[src/rtl/counter_bounded.sv]
// Bounded up/down counter with wrap or saturate behaviour and registered zero/max status.
// Optional sticky overflow/underflow flags are enabled by defining COUNTER_BOUNDED_STICKY_FLAGS_EN.

module counter_bounded #(
    parameter int WIDTH      = 4,
    parameter int INCR_WIDTH = 2,
    parameter int DECR_WIDTH = 2,
    parameter int MAX_VALUE  = 2**WIDTH - 1,
    parameter int SATURATE   = 0
) (
    input  logic                  clk,
    input  logic                  rst,
    input  logic                  reinit,
    input  logic [WIDTH-1:0]      initial_value,
    input  logic                  incr_valid,
    input  logic [INCR_WIDTH-1:0] incr,
    input  logic                  decr_valid,
    input  logic [DECR_WIDTH-1:0] decr,
`ifdef COUNTER_BOUNDED_STICKY_FLAGS_EN
    input  logic                  clr_flags,
    output logic                  ovf_sticky,
    output logic                  unf_sticky,
`endif
    output logic [WIDTH-1:0]      value,
    output logic [WIDTH-1:0]      value_next,
    output logic                  is_zero,
    output logic                  is_max,
    output logic                  overflow,
    output logic                  underflow
);

    // Two extra bits hold the sign and the carry of base + inc - dec without truncation.
    localparam int RW = WIDTH + 2;
    localparam logic [WIDTH-1:0]     MAX_V = WIDTH'(MAX_VALUE);
    localparam logic signed [RW-1:0] MAX_R = RW'(MAX_VALUE);
    localparam logic signed [RW-1:0] MOD_R = RW'(MAX_VALUE + 1);

    if ((MAX_VALUE < 1) || (MAX_VALUE > 2**WIDTH - 1) ||
        (2**INCR_WIDTH - 1 > MAX_VALUE) || (2**DECR_WIDTH - 1 > MAX_VALUE)) begin : g_bad_params
        $error("counter_bounded: illegal MAX_VALUE / step width combination");
    end

    logic [WIDTH-1:0]     value_q, value_d, load_d;
    logic                 is_zero_q, is_max_q;
    logic [WIDTH-1:0]     iv_c, base;
    logic signed [RW-1:0] base_r, inc_r, dec_r, raw, res;

    assign iv_c   = (initial_value > MAX_V) ? MAX_V : initial_value;
    assign base   = reinit ? iv_c : value_q;
    assign base_r = {2'b00, base};
    assign inc_r  = incr_valid ? RW'(incr) : '0;
    assign dec_r  = decr_valid ? RW'(decr) : '0;
    assign raw    = base_r + inc_r - dec_r;

    assign overflow  = (raw > MAX_R);
    assign underflow = raw[RW-1];

    always_comb begin
        // NOTE: every always_comb output gets a default first so no path can infer a latch.
        res = raw;
        if (overflow) begin
            res = (SATURATE != 0) ? MAX_R : raw - MOD_R;
        end else if (underflow) begin
            res = (SATURATE != 0) ? '0 : raw + MOD_R;
        end
    end

    assign value_d = WIDTH'(res);
    // Status flags are derived from the value being loaded so they line up with value.
    assign load_d  = rst ? iv_c : value_d;

    always_ff @(posedge clk) begin
        // NOTE: sequential state uses non-blocking assignments only, so every register
        // samples the pre-edge values regardless of statement order.
        value_q   <= load_d;
        is_zero_q <= (load_d == '0);
        is_max_q  <= (load_d == MAX_V);
    end

    assign value      = value_q;
    assign value_next = value_d;
    assign is_zero    = is_zero_q;
    assign is_max     = is_max_q;

`ifdef COUNTER_BOUNDED_STICKY_FLAGS_EN
    logic ovf_sticky_q, ovf_sticky_d;
    logic unf_sticky_q, unf_sticky_d;

    // A new event in the same cycle as clr_flags wins over the clear.
    assign ovf_sticky_d = overflow  | (ovf_sticky_q & ~clr_flags);
    assign unf_sticky_d = underflow | (unf_sticky_q & ~clr_flags);

    always_ff @(posedge clk) begin
        if (rst) begin
            ovf_sticky_q <= 1'b0;
            unf_sticky_q <= 1'b0;
        end else begin
            ovf_sticky_q <= ovf_sticky_d;
            unf_sticky_q <= unf_sticky_d;
        end
    end

    assign ovf_sticky = ovf_sticky_q;
    assign unf_sticky = unf_sticky_q;
`endif

endmodule

[config.mk]
export PLATFORM = sky130hd
export DESIGN_NAME = counter_bounded
export DESIGN_NICKNAME = d
export VERILOG_FILES = /design/src/rtl/counter_bounded.sv
export SDC_FILE = /design/constraint.sdc
export NUM_CORES = 1
export LEC_CHECK = 0
export ABC_CLOCK_PERIOD_IN_PS = 2700
export BUFFER_PORTS_ARGS = -buffer_cell sky130_fd_sc_hd__buf_2
export CORE_AREA = 5 5 47 49
export DETAILED_ROUTE_END_ITERATION = 12
export DIE_AREA = 0 0 52 54
export SYNTH_ARGS = -nofsm -noshare
export SYNTH_HDL_FRONTEND = slang
export SYNTH_SLANG_ARGS = --single-unit
[constraint.sdc]
create_clock -name clk -period 2.7 [get_ports clk]
set_input_delay 0.54 -clock clk [delete_from_list [all_inputs] [get_ports clk]]
set_output_delay 0.54 -clock clk [all_outputs]
set_load 0.005 [all_outputs]
[Word-level counts from Yosys, hierarchy flattened]
Cells that the tools add are included.
Storage, ports and cells
  register bits after elaboration: 6
  latch bits: 0
  memory bits (writable): 0
  memory bits (read-only): 0
  input port bits: 13
  output and inout bits: 12
  logic and storage cells: 18
  memories kept: 0
Operators by class
  $add $sub $neg: 4
  $mul: 0
  divide/modulo/power cells: 0
  magnitude comparators: 2
  equality and inequality tests: 1
  shift operators: 0
  muxes and demuxes: 7
  bitwise operators: 0
  reduce and logical (&&, ||, !) cells: 1
Operator list (number)
  4-bit two-way mux: 5
  6-bit by 5-bit > comparator with 1-bit output (second input constant): 1
  5-bit by 2-bit subtractor with 6-bit output: 1
  4-bit by 2-bit adder with 5-bit output: 1
  4-bit by 1-bit adder with 4-bit output (second input constant): 1
  4-bit equality test (second input constant): 1
  4-bit > comparator (second input constant): 1
  4-bit zero test: 1
  2-bit two-way mux: 2
  4-bit by 1-bit subtractor with 4-bit output (second input constant): 1

[Longest topological paths before layout]
Gate-level depths: netlist of the first run.
  depth after elaboration: 10
  gate-level depth with buffers: 8
  mapped depth without buffers: 8

[Worst setup path after synthesis of the first run]
No wires, ideal clock.
  kind: input -> output
  from: input decr_valid
  to: output overflow
  arrival: 2353 ps
  data required time: 2160 ps
  slack: -193 ps
  cell stages on the path: 7
  buffers on the path: 0
  cell sequence: and2_1 fa_1 inv_1 fa_1 and3b_2 o31a_1 nor3_1
On the way
  word-level cells in the longest chain between the ends: 3
Ends and longest elaborated chain
  start, declared: RTL line 17  | input logic decr_valid,
  2-bit two-way mux: RTL line 52  | assign dec_r = decr_valid ? RW'(decr) : '0;
  5-bit by 2-bit subtractor with 6-bit output: RTL line 53  | assign raw = base_r + inc_r - dec_r;
  6-bit by 5-bit > comparator with 1-bit output: RTL line 55  | assign overflow = (raw > MAX_R);
  end, declared: RTL line 28  | output logic overflow,
Every way passes these cells.

[Final worst setup path of the first run]
Same ends and word-level chain as after synthesis.

==> qor.yml, run 1 <==
outcome: "finished, violations left"
violations: "setup timing"
setup_viol: 3
timing.final.crit_share_pct: 107
cts_root_buffer: "clkbuf_4"
p_total_mw: 0.668
gp_congestion: 0.695
cp_data_arrival_time_ps: 2340
post_dp_cell_area_um2: 805
grt_pass1_wl_mm: 2.29
rrSetupSlack_ps: 310
portBuffers: 24
setup_tns_ps: -316
drive_gt1_share_pct: 60.2
synth_top_area_share_pct: 21.0
hold-path-endpoint: "value[0]"
fin_nets: 122
syn_area_um2: 573
wl_mm: 1.35
cts_sinks: 6
fill_cells: 189
ff2ff_path_depth: 10
slowest_delay_ps: 520
yosysUniqueCellTypes: 31
postLayoutCellArea_um2: 906
worst-path-buf-inv: 3
r2r-start: "value[1]"
grt_max_degree: 13
via_count: 556
fin_crit_ps: 2880
cts_tree: "yes"
synth_top_cell_by_area: "dfxtp_1"
yosys_warnings: 0
placed_cells: 120
required_ps: 2160
final_cells: 125
leakagePower_nw: 0.439
syn2layout_area_growth_pct: 58.1
fmax_mhz: 347
crit_path_end_kind: "output port"
antenna_found_initial: 0
clk_latency_ps: 250
ioPinCount: 25
crit_fanout: 2
crit_chain: "buf_6 > and2_4 > fa_1 > inv_2 > fa_2 > and3b_2 > o31a_1 > nor3_2 > buf_2"
synth_area_per_cell_um2: 9.55
clk_path_buf_depth: 2
wire_per_inst_um: 10.8
dieHeight_um: 54
slew_violations: 0
holdPathStages: 2
num_antenna_cells: 0
drv_cap: 0
clock_skew_ps: 3.61
post-dp-hpwl_mm: 1.13
critPathLaunchType: "primary input"
grt-ovfl-total: 0
drc_errors: 0
dieArea_um2: 2810
ant_nets: 0
max_slew_margin_pct: 73.1
slowest_stage: "fa_1"
path_delay_family: "adder cells"
r2r-end: "is_zero"
pre_cts_slack_ps: -247
track_usage_pct: 11.2
drt_pass1_iterations: 2
worst_slew_pin_slew_ps: 400
netlist_instances: 60
whs_ps: 570
rsz0062_at_grt: "true"
cellPowerDensity_nw_per_um2: 737
min_from: "initial_value[0]"
die_x_um: 52
viasPerCell: 4.45
yosysSeqAreaShare_pct: 21.0
cts_buffers: 3
finalWorstSetupSlack_ps: -178
synthTopCellsByArea: "dfxtp_1, ha_1, mux2_2"
path_class: "primary input to output port"
core-area_um2: 1820
utilization_pct: 49.7
hold_path_class: "primary input to flop"
initial_core_util_pct: 31.5
peakVddDrop_v: 0.000375
synth_nets: 82
ctsHoldBuffers: 0
htree_levels: 1
clk_pin_slew_ps: 40
num_rows: 16
grt_pass1_vias: 564
drtIter0Drc: 1
final_hold_viol_count: 0
ys_ff_latch: 6
-- metal layers --
layer | global-route usage, % | up-vias | routed length (um)
li1 | - | 292 | -
met1 | 11.4 | 244 | 545
met2 | 20.5 | 16 | 703
met3 | 3.60 | 4 | 81
met4 | 5.24 | 0 | 19
met5 | 0 | - | 0
-- state kept, by name (all words and copies together) (netlist names) --
signal	count
value	4
is_max	1
is_zero	1
-- worst max path at each step --
| stage | from | endpoint | slack (ps) | depth (start not counted) |
|---|---|---|---|---|
| final | decr_valid | overflow | -180 | 9 |
| after global routing | decr[0] | overflow | -250 | 10 |
| after CTS | decr_valid | overflow | -190 | 9 |
| after detailed placement | decr[0] | overflow | -250 | 10 |
| after global placement | reinit | overflow | -240 | 9 |
| after floorplan | decr[0] | overflow | 4 | 8 |
-- cell usage after synthesis --
| cell | n |
|---|---|
| ha_1 | 7 |
| dfxtp_1 | 6 |
| inv_1 | 5 |
| mux2_2 | 4 |
| mux2i_1 | 4 |
| nand2_1 | 4 |
| a21oi_1 | 2 |
| and2_1 | 2 |
| fa_1 | 2 |
| nor3_1 | 2 |
| xor2_1 | 2 |
| a21bo_2 | 1 |
| a21o_2 | 1 |
| a311oi_2 | 1 |
| a31oi_1 | 1 |
| and2b_1 | 1 |
| and2b_2 | 1 |
| and3_2 | 1 |
| and3b_2 | 1 |
| buf_2 | 1 |
| nand3_1 | 1 |
| nand3b_1 | 1 |
| nor2_1 | 1 |
| nor2b_1 | 1 |
| nor3b_1 | 1 |
| nor4_1 | 1 |
| o2111a_1 | 1 |
| o21ai_0 | 1 |
| o31a_1 | 1 |
| o31ai_1 | 1 |
| or3b_1 | 1 |
-- cell families after synthesis --
| logic type | Yosys count | synth area share (%) |
|---|---|---|
| adder cells (fa/ha/maj) | 9 | 22.3 |
| AND/OR/NAND/NOR | 19 | 20.3 |
| XOR/XNOR | 2 | 3.06 |
| multiplexers | 8 | 14.8 |
| buffers and inverters | 6 | 4.15 |
| flip-flops | 6 | 21.0 |
| AO/OA/AOI/OAI | 10 | 14.4 |
-- cell type report --
cell class	instances	area, um2	share of cell area, %
Timing Repair Buffer	36	223	24.6
Multi-Input combinational cell	48	488	53.9
Clock buffer	3	22.5	2.49
Tap cell	27	33.8	3.73
Inverter	5	18.8	2.07
Sequential cell	6	120	13.3
-- placed cells by master, fill, tap and decap left out, types with 2 or more instances in the layout --
cell type	n
buf_2	22
buf_4	12
ha_1	6
dfxtp_1	6
nand2_1	4
mux2_2	4
mux2i_1	3
inv_1	3
clkbuf_4	3
inv_2	2
buf_6	2
-- report_power, final --
part	leakage [nW]	internal, mW	total (mW)	switching (mW)
clock network	0.0138	0.0502	0.0818	0.0316
logic	0.375	0.256	0.464	0.208
registers	0.0500	0.112	0.122	0.00977
-- what timing repair did --
action                                  in CTS  in global routing
setup buffers                                0                  2
pin swaps                                    6                  1
resized for setup                           10                  3
endpoints found under the setup margin       4                  4
No activity file was read; power rests on OpenSTA's default activity.
==> inputs of run 2 (changes only) <==
--- a/config.mk
+++ b/config.mk
@@ -10,6 +10,7 @@
 export CORE_AREA = 5 5 47 49
 export DETAILED_ROUTE_END_ITERATION = 12
 export DIE_AREA = 0 0 52 54
+export PLACE_DENSITY = 0.71
 export SYNTH_ARGS = -nofsm -noshare
 export SYNTH_HDL_FRONTEND = slang
 export SYNTH_SLANG_ARGS = --single-unit
==> run 2 against run 1 <==
Effect of this change:
- count of clock-buffer cells in the layout stayed put
- the flow still finishes with violations (setup timing)
- worst hold slack better by 30 ps
- critical path depth stayed put
==> qor.yml, run 2 (same netlist as run 1, synthesis figures left out) <==
ff2ff_path_depth: 8
rsz0062_at_grt: "true"
finalWorstSetupSlack_ps: -188
drtIter0Drc: 6
violations: "setup timing"
hold_path_class: "primary input to flop"
clock_skew_ps: 6.40
dieHeight_um: 54
cts_root_buffer: "clkbuf_4"
placed_cells: 119
ant_nets: 0
crit_start: "decr_valid"
setup_viol: 3
r2r-start: "value[1]"
slowest_delay_ps: 520
wire_per_inst_um: 11.9
ctsHoldBuffers: 0
crit_path_end_kind: "output port"
regArea_um2: 120
post_dp_cell_area_um2: 797
die_x_um: 52
dieArea_um2: 2810
initial_core_util_pct: 31.5
cts_tree: "yes"
cts_sinks: 6
layout_commonest_cell: "buf_2"
cp_num_cells: 9
core-area_um2: 1820
worst-path-buf-inv: 3
fmax_mhz: 346
setup_tns_ps: -317
drt_pass1_iterations: 4
syn2layout_area_growth_pct: 51.1
cts_buffers: 3
worst_slew_pin_slew_ps: 428
antenna_found_initial: 0
cp_data_arrival_time_ps: 2350
wl_mm: 1.45
path_class: "primary input to output port"
viasPerCell: 4.64
drv_cap: 0
whs_ps: 599
ioPinCount: 25
utilization_pct: 47.5
drive_gt1_share_pct: 56.8
path_delay_family: "adder cells"
final_cells: 122
fill_cells: 175
htree_levels: 1
peakVddDrop_v: 0.000212
pre_cts_slack_ps: -267
cellPowerDensity_nw_per_um2: 742
max_slew_margin_pct: 71.2
crit_chain: "buf_6 > and2_4 > fa_1 > inv_2 > fa_2 > and3b_2 > o31a_1 > nor3_2 > buf_2"
p_total_mw: 0.642
cts_setup_buffers: 0
track_usage_pct: 11.2
required_ps: 2160
postLayoutCellArea_um2: 866
multi_input_area_um2: 470
grt-ovfl-total: 0
grt_max_degree: 13
clk_path_buf_depth: 2
final_cell_mix: "buf_2, buf_4, ha_1, dfxtp_1"
grt_pass1_wl_mm: 2.37
num_rows: 16
final_hold_viol_count: 0
outcome: "finished, violations left"
drc_errors: 0
timing.final.crit_share_pct: 107
crit_fanout: 2
fin_crit_ps: 2890
clk_pin_slew_ps: 50
largest_reg_flops: 4
slowest_stage: "fa_1"
slew_violations: 0
num_antenna_cells: 0
via_count: 566
grt_pass1_vias: 580
critPathLaunchType: "primary input"
clk_latency_ps: 250
endpoint: "overflow"
fin_nets: 119
portBuffers: 24
gp_congestion: 0.689
leakagePower_nw: 0.423
rrSetupSlack_ps: 350
r2r-end: "is_zero"
post-dp-hpwl_mm: 1.20
## run 2: changes by cell type in the layout (fill, tap and decap cells not counted), sizes merged
cell,before,now
buf,36,33
## run 2: how the worst min path moves through the flow
stage,end,depth (start not counted),from
floorplan,value[0],1,initial_value[0]
global placement,value[2],2,initial_value[2]
detailed placement,value[2],2,initial_value[2]
CTS,value[2],2,initial_value[2]
global route,value[2],2,initial_value[2]
finish,value[2],2,initial_value[2]
## run 2: repair_timing
item,in CTS,in global routing
resized for setup,9,1
pin swaps,2,4
setup endpoints to repair,4,4
## run 2: final cells by class
| class | instances | share of cell area, % |
|---|---|---|
| Timing Repair Buffer | 33 | 23.1 |
| Inverter | 5 | 2.17 |
| Sequential cell | 6 | 13.9 |
| Clock buffer | 3 | 2.60 |
| Tap cell | 27 | 3.90 |
| Multi-Input combinational cell | 48 | 54.3 |
## run 2: metal layers
layer | vias to the layer above | global-route usage, % | wire (um)
met4 | 0 | 2.62 | 0
met3 | 0 | 3.05 | 102
met2 | 22 | 22.4 | 757
met1 | 258 | 11.4 | 591
met5 | - | 0 | 0
li1 | 286 | - | -
## run 2: where the power goes
part | internal, mW | switching [mW] | total [mW]
Sequential | 0.113 | 0.0110 | 0.124
Combinational | 0.234 | 0.203 | 0.436
Clock | 0.0503 | 0.0320 | 0.0823
==> inputs of run 3 (changes only) <==
--- a/config.mk
+++ b/config.mk
@@ -7,10 +7,10 @@
 export LEC_CHECK = 0
 export ABC_CLOCK_PERIOD_IN_PS = 2700
 export BUFFER_PORTS_ARGS = -buffer_cell sky130_fd_sc_hd__buf_2
-export CORE_AREA = 5 5 47 49
+export CORE_AREA = 5 5 52 45
 export DETAILED_ROUTE_END_ITERATION = 12
-export DIE_AREA = 0 0 52 54
-export PLACE_DENSITY = 0.71
+export DIE_AREA = 0 0 57 50
+export PLACE_DENSITY = 0.7
 export SYNTH_ARGS = -nofsm -noshare
 export SYNTH_HDL_FRONTEND = slang
 export SYNTH_SLANG_ARGS = --single-unit
==> run 3 against run 2 <==
Effect of this change:
- the flow still finishes with violations (setup timing)
- sequential power about the same
- first-iteration DRC count unchanged
- final area increased by 5.5%
- routed wire length increased by 16%
- clock skew increased by 0.66 ps
- worst hold slack improved by 22 ps
- via count unchanged
- worst setup slack got worse by 12 ps
- count of clock-buffer cells in the layout unchanged
- final cell count decreased by 1.6%
- highest routed layer is now met4
==> qor.yml, run 3 (same netlist as run 1, synthesis figures left out) <==
cellPowerDensity_nw_per_um2: 744
slew_violations: 0
syn2layout_area_growth_pct: 59.4
dieHeight_um: 50
ioPinCount: 25
drive_gt1_share_pct: 60.4
initial_core_util_pct: 32.1
whs_ps: 622
required_ps: 2160
peakVddDrop_v: 0.000345
setup_viol: 2
p_clk_share_pct: 12.2
cts_root_buffer: "clkbuf_4"
portBuffers: 24
critPathLaunchType: "primary input"
drtIter0Drc: 6
rsz0062_at_grt: "true"
path_class: "primary input to output port"
utilization_pct: 51.1
track_usage_pct: 12.6
hold_path_class: "primary input to flop"
fin_nets: 120
worst-path-buf-inv: 3
slowest_stage: "fa_1"
wire_per_inst_um: 14.1
power_frac_seq_pct: 18.1
core-area_um2: 1790
wl_mm: 1.69
clock_skew_ps: 7.06
violations: "setup timing"
drc_errors: 0
fmax_mhz: 345
drt_pass1_iterations: 4
timing.final.crit_share_pct: 107
crit_path_end_kind: "output port"
ant_nets: 0
die_x_um: 57
pre_cts_slack_ps: -237
cts_tree: "yes"
cp_data_arrival_time_ps: 2360
grt_pass1_vias: 572
grt_pass1_wl_mm: 2.75
dieArea_um2: 2850
grt_max_degree: 13
gp_congestion: 0.860
largest_reg_flops: 4
slowest_delay_ps: 510
antenna_found_initial: 0
fin_crit_ps: 2900
p_switching_mw: 0.268
cts_buffers: 3
path_delay_family: "adder cells"
layout_commonest_cell: "buf_2"
ctsHoldBuffers: 0
max_slew_margin_pct: 66.5
internal-power_mw: 0.411
clk_pin_slew_ps: 40
viasPerCell: 4.72
clk_path_buf_depth: 2
finalWorstSetupSlack_ps: -200
outcome: "finished, violations left"
worst_slew_pin_slew_ps: 499
final_cell_mix: "buf_2, buf_4, dfxtp_1"
p_total_mw: 0.679
final_hold_viol_count: 0
crit_chain: "buf_6 > and2_4 > fa_1 > inv_2 > fa_2 > and3b_2 > o31a_1 > nor3_2 > buf_2"
setup_tns_ps: -312
htree_levels: 1
clk_latency_ps: 250
post-dp-hpwl_mm: 1.25
via_count: 566
grt-ovfl-total: 0
drv_cap: 0
cts_sinks: 6
num_rows: 14
num_antenna_cells: 0
pwr-share-comb_pct: 69.7
leakagePower_nw: 0.435
crit_fanout: 2
p_sw_share_pct: 39.5
## run 3: cell type report
type	instances	area (um2)
repair buffers	34	215
clock buffers	3	22.5
flip-flops and latches	6	120
well taps	24	30.0
multi-input cells	48	507
inverters	5	18.8
fillers	169	873
## run 3: per-layer routing
layer	GRT usage [%]	part of all wire, %	vias up
li1	-	-	288
met5	0	0	-
met4	4.63	0.89	0
met2	21.7	51	17
met1	14.3	42	259
met3	4.44	5.7	2
## run 3: stage by stage
step,cells,area [um2]
after floorplan,60,581
after global placement,116,793
after detailed placement,116,793
after CTS,120,886
after global routing,120,913
final,120,913
## run 3: final timing paths
check,cells after the start,endpoint,start,slack (ps)
max,9,overflow,decr_valid,-200
min,2,value[2],initial_value[2],620
max reg2reg,9,value[3],value[1],330
min reg2reg,3,value[0],value[0],800
## run 3: power groups by stage
stage	sequential (mW)	combinational, mW	clock [mW]
after floorplan	0.126	0.231	0
after global placement	0.124	0.389	0
after detailed placement	0.124	0.400	0
after CTS	0.122	0.453	0.0858
after global routing	0.125	0.522	0.0968
final	0.123	0.474	0.0827
## run 3: repair_timing
action / 4_1_cts / 5_1_grt
setup buffers: 1 / 0
cloned: 0 / 0
setup endpoints to repair: 3 / 4
gates resized for setup: 12 / 4
pin swaps: 7 / 0
## run 3: worst reg2reg max path, stage by stage, from the launching register on
cell and delay, ps:
dfxtp_1 310, mux2i_2 160, fa_1 450, inv_2 90, buf_6 100, ha_4 180, a21o_4 220, buf_4 150
or3b_1 370, and3_2 210
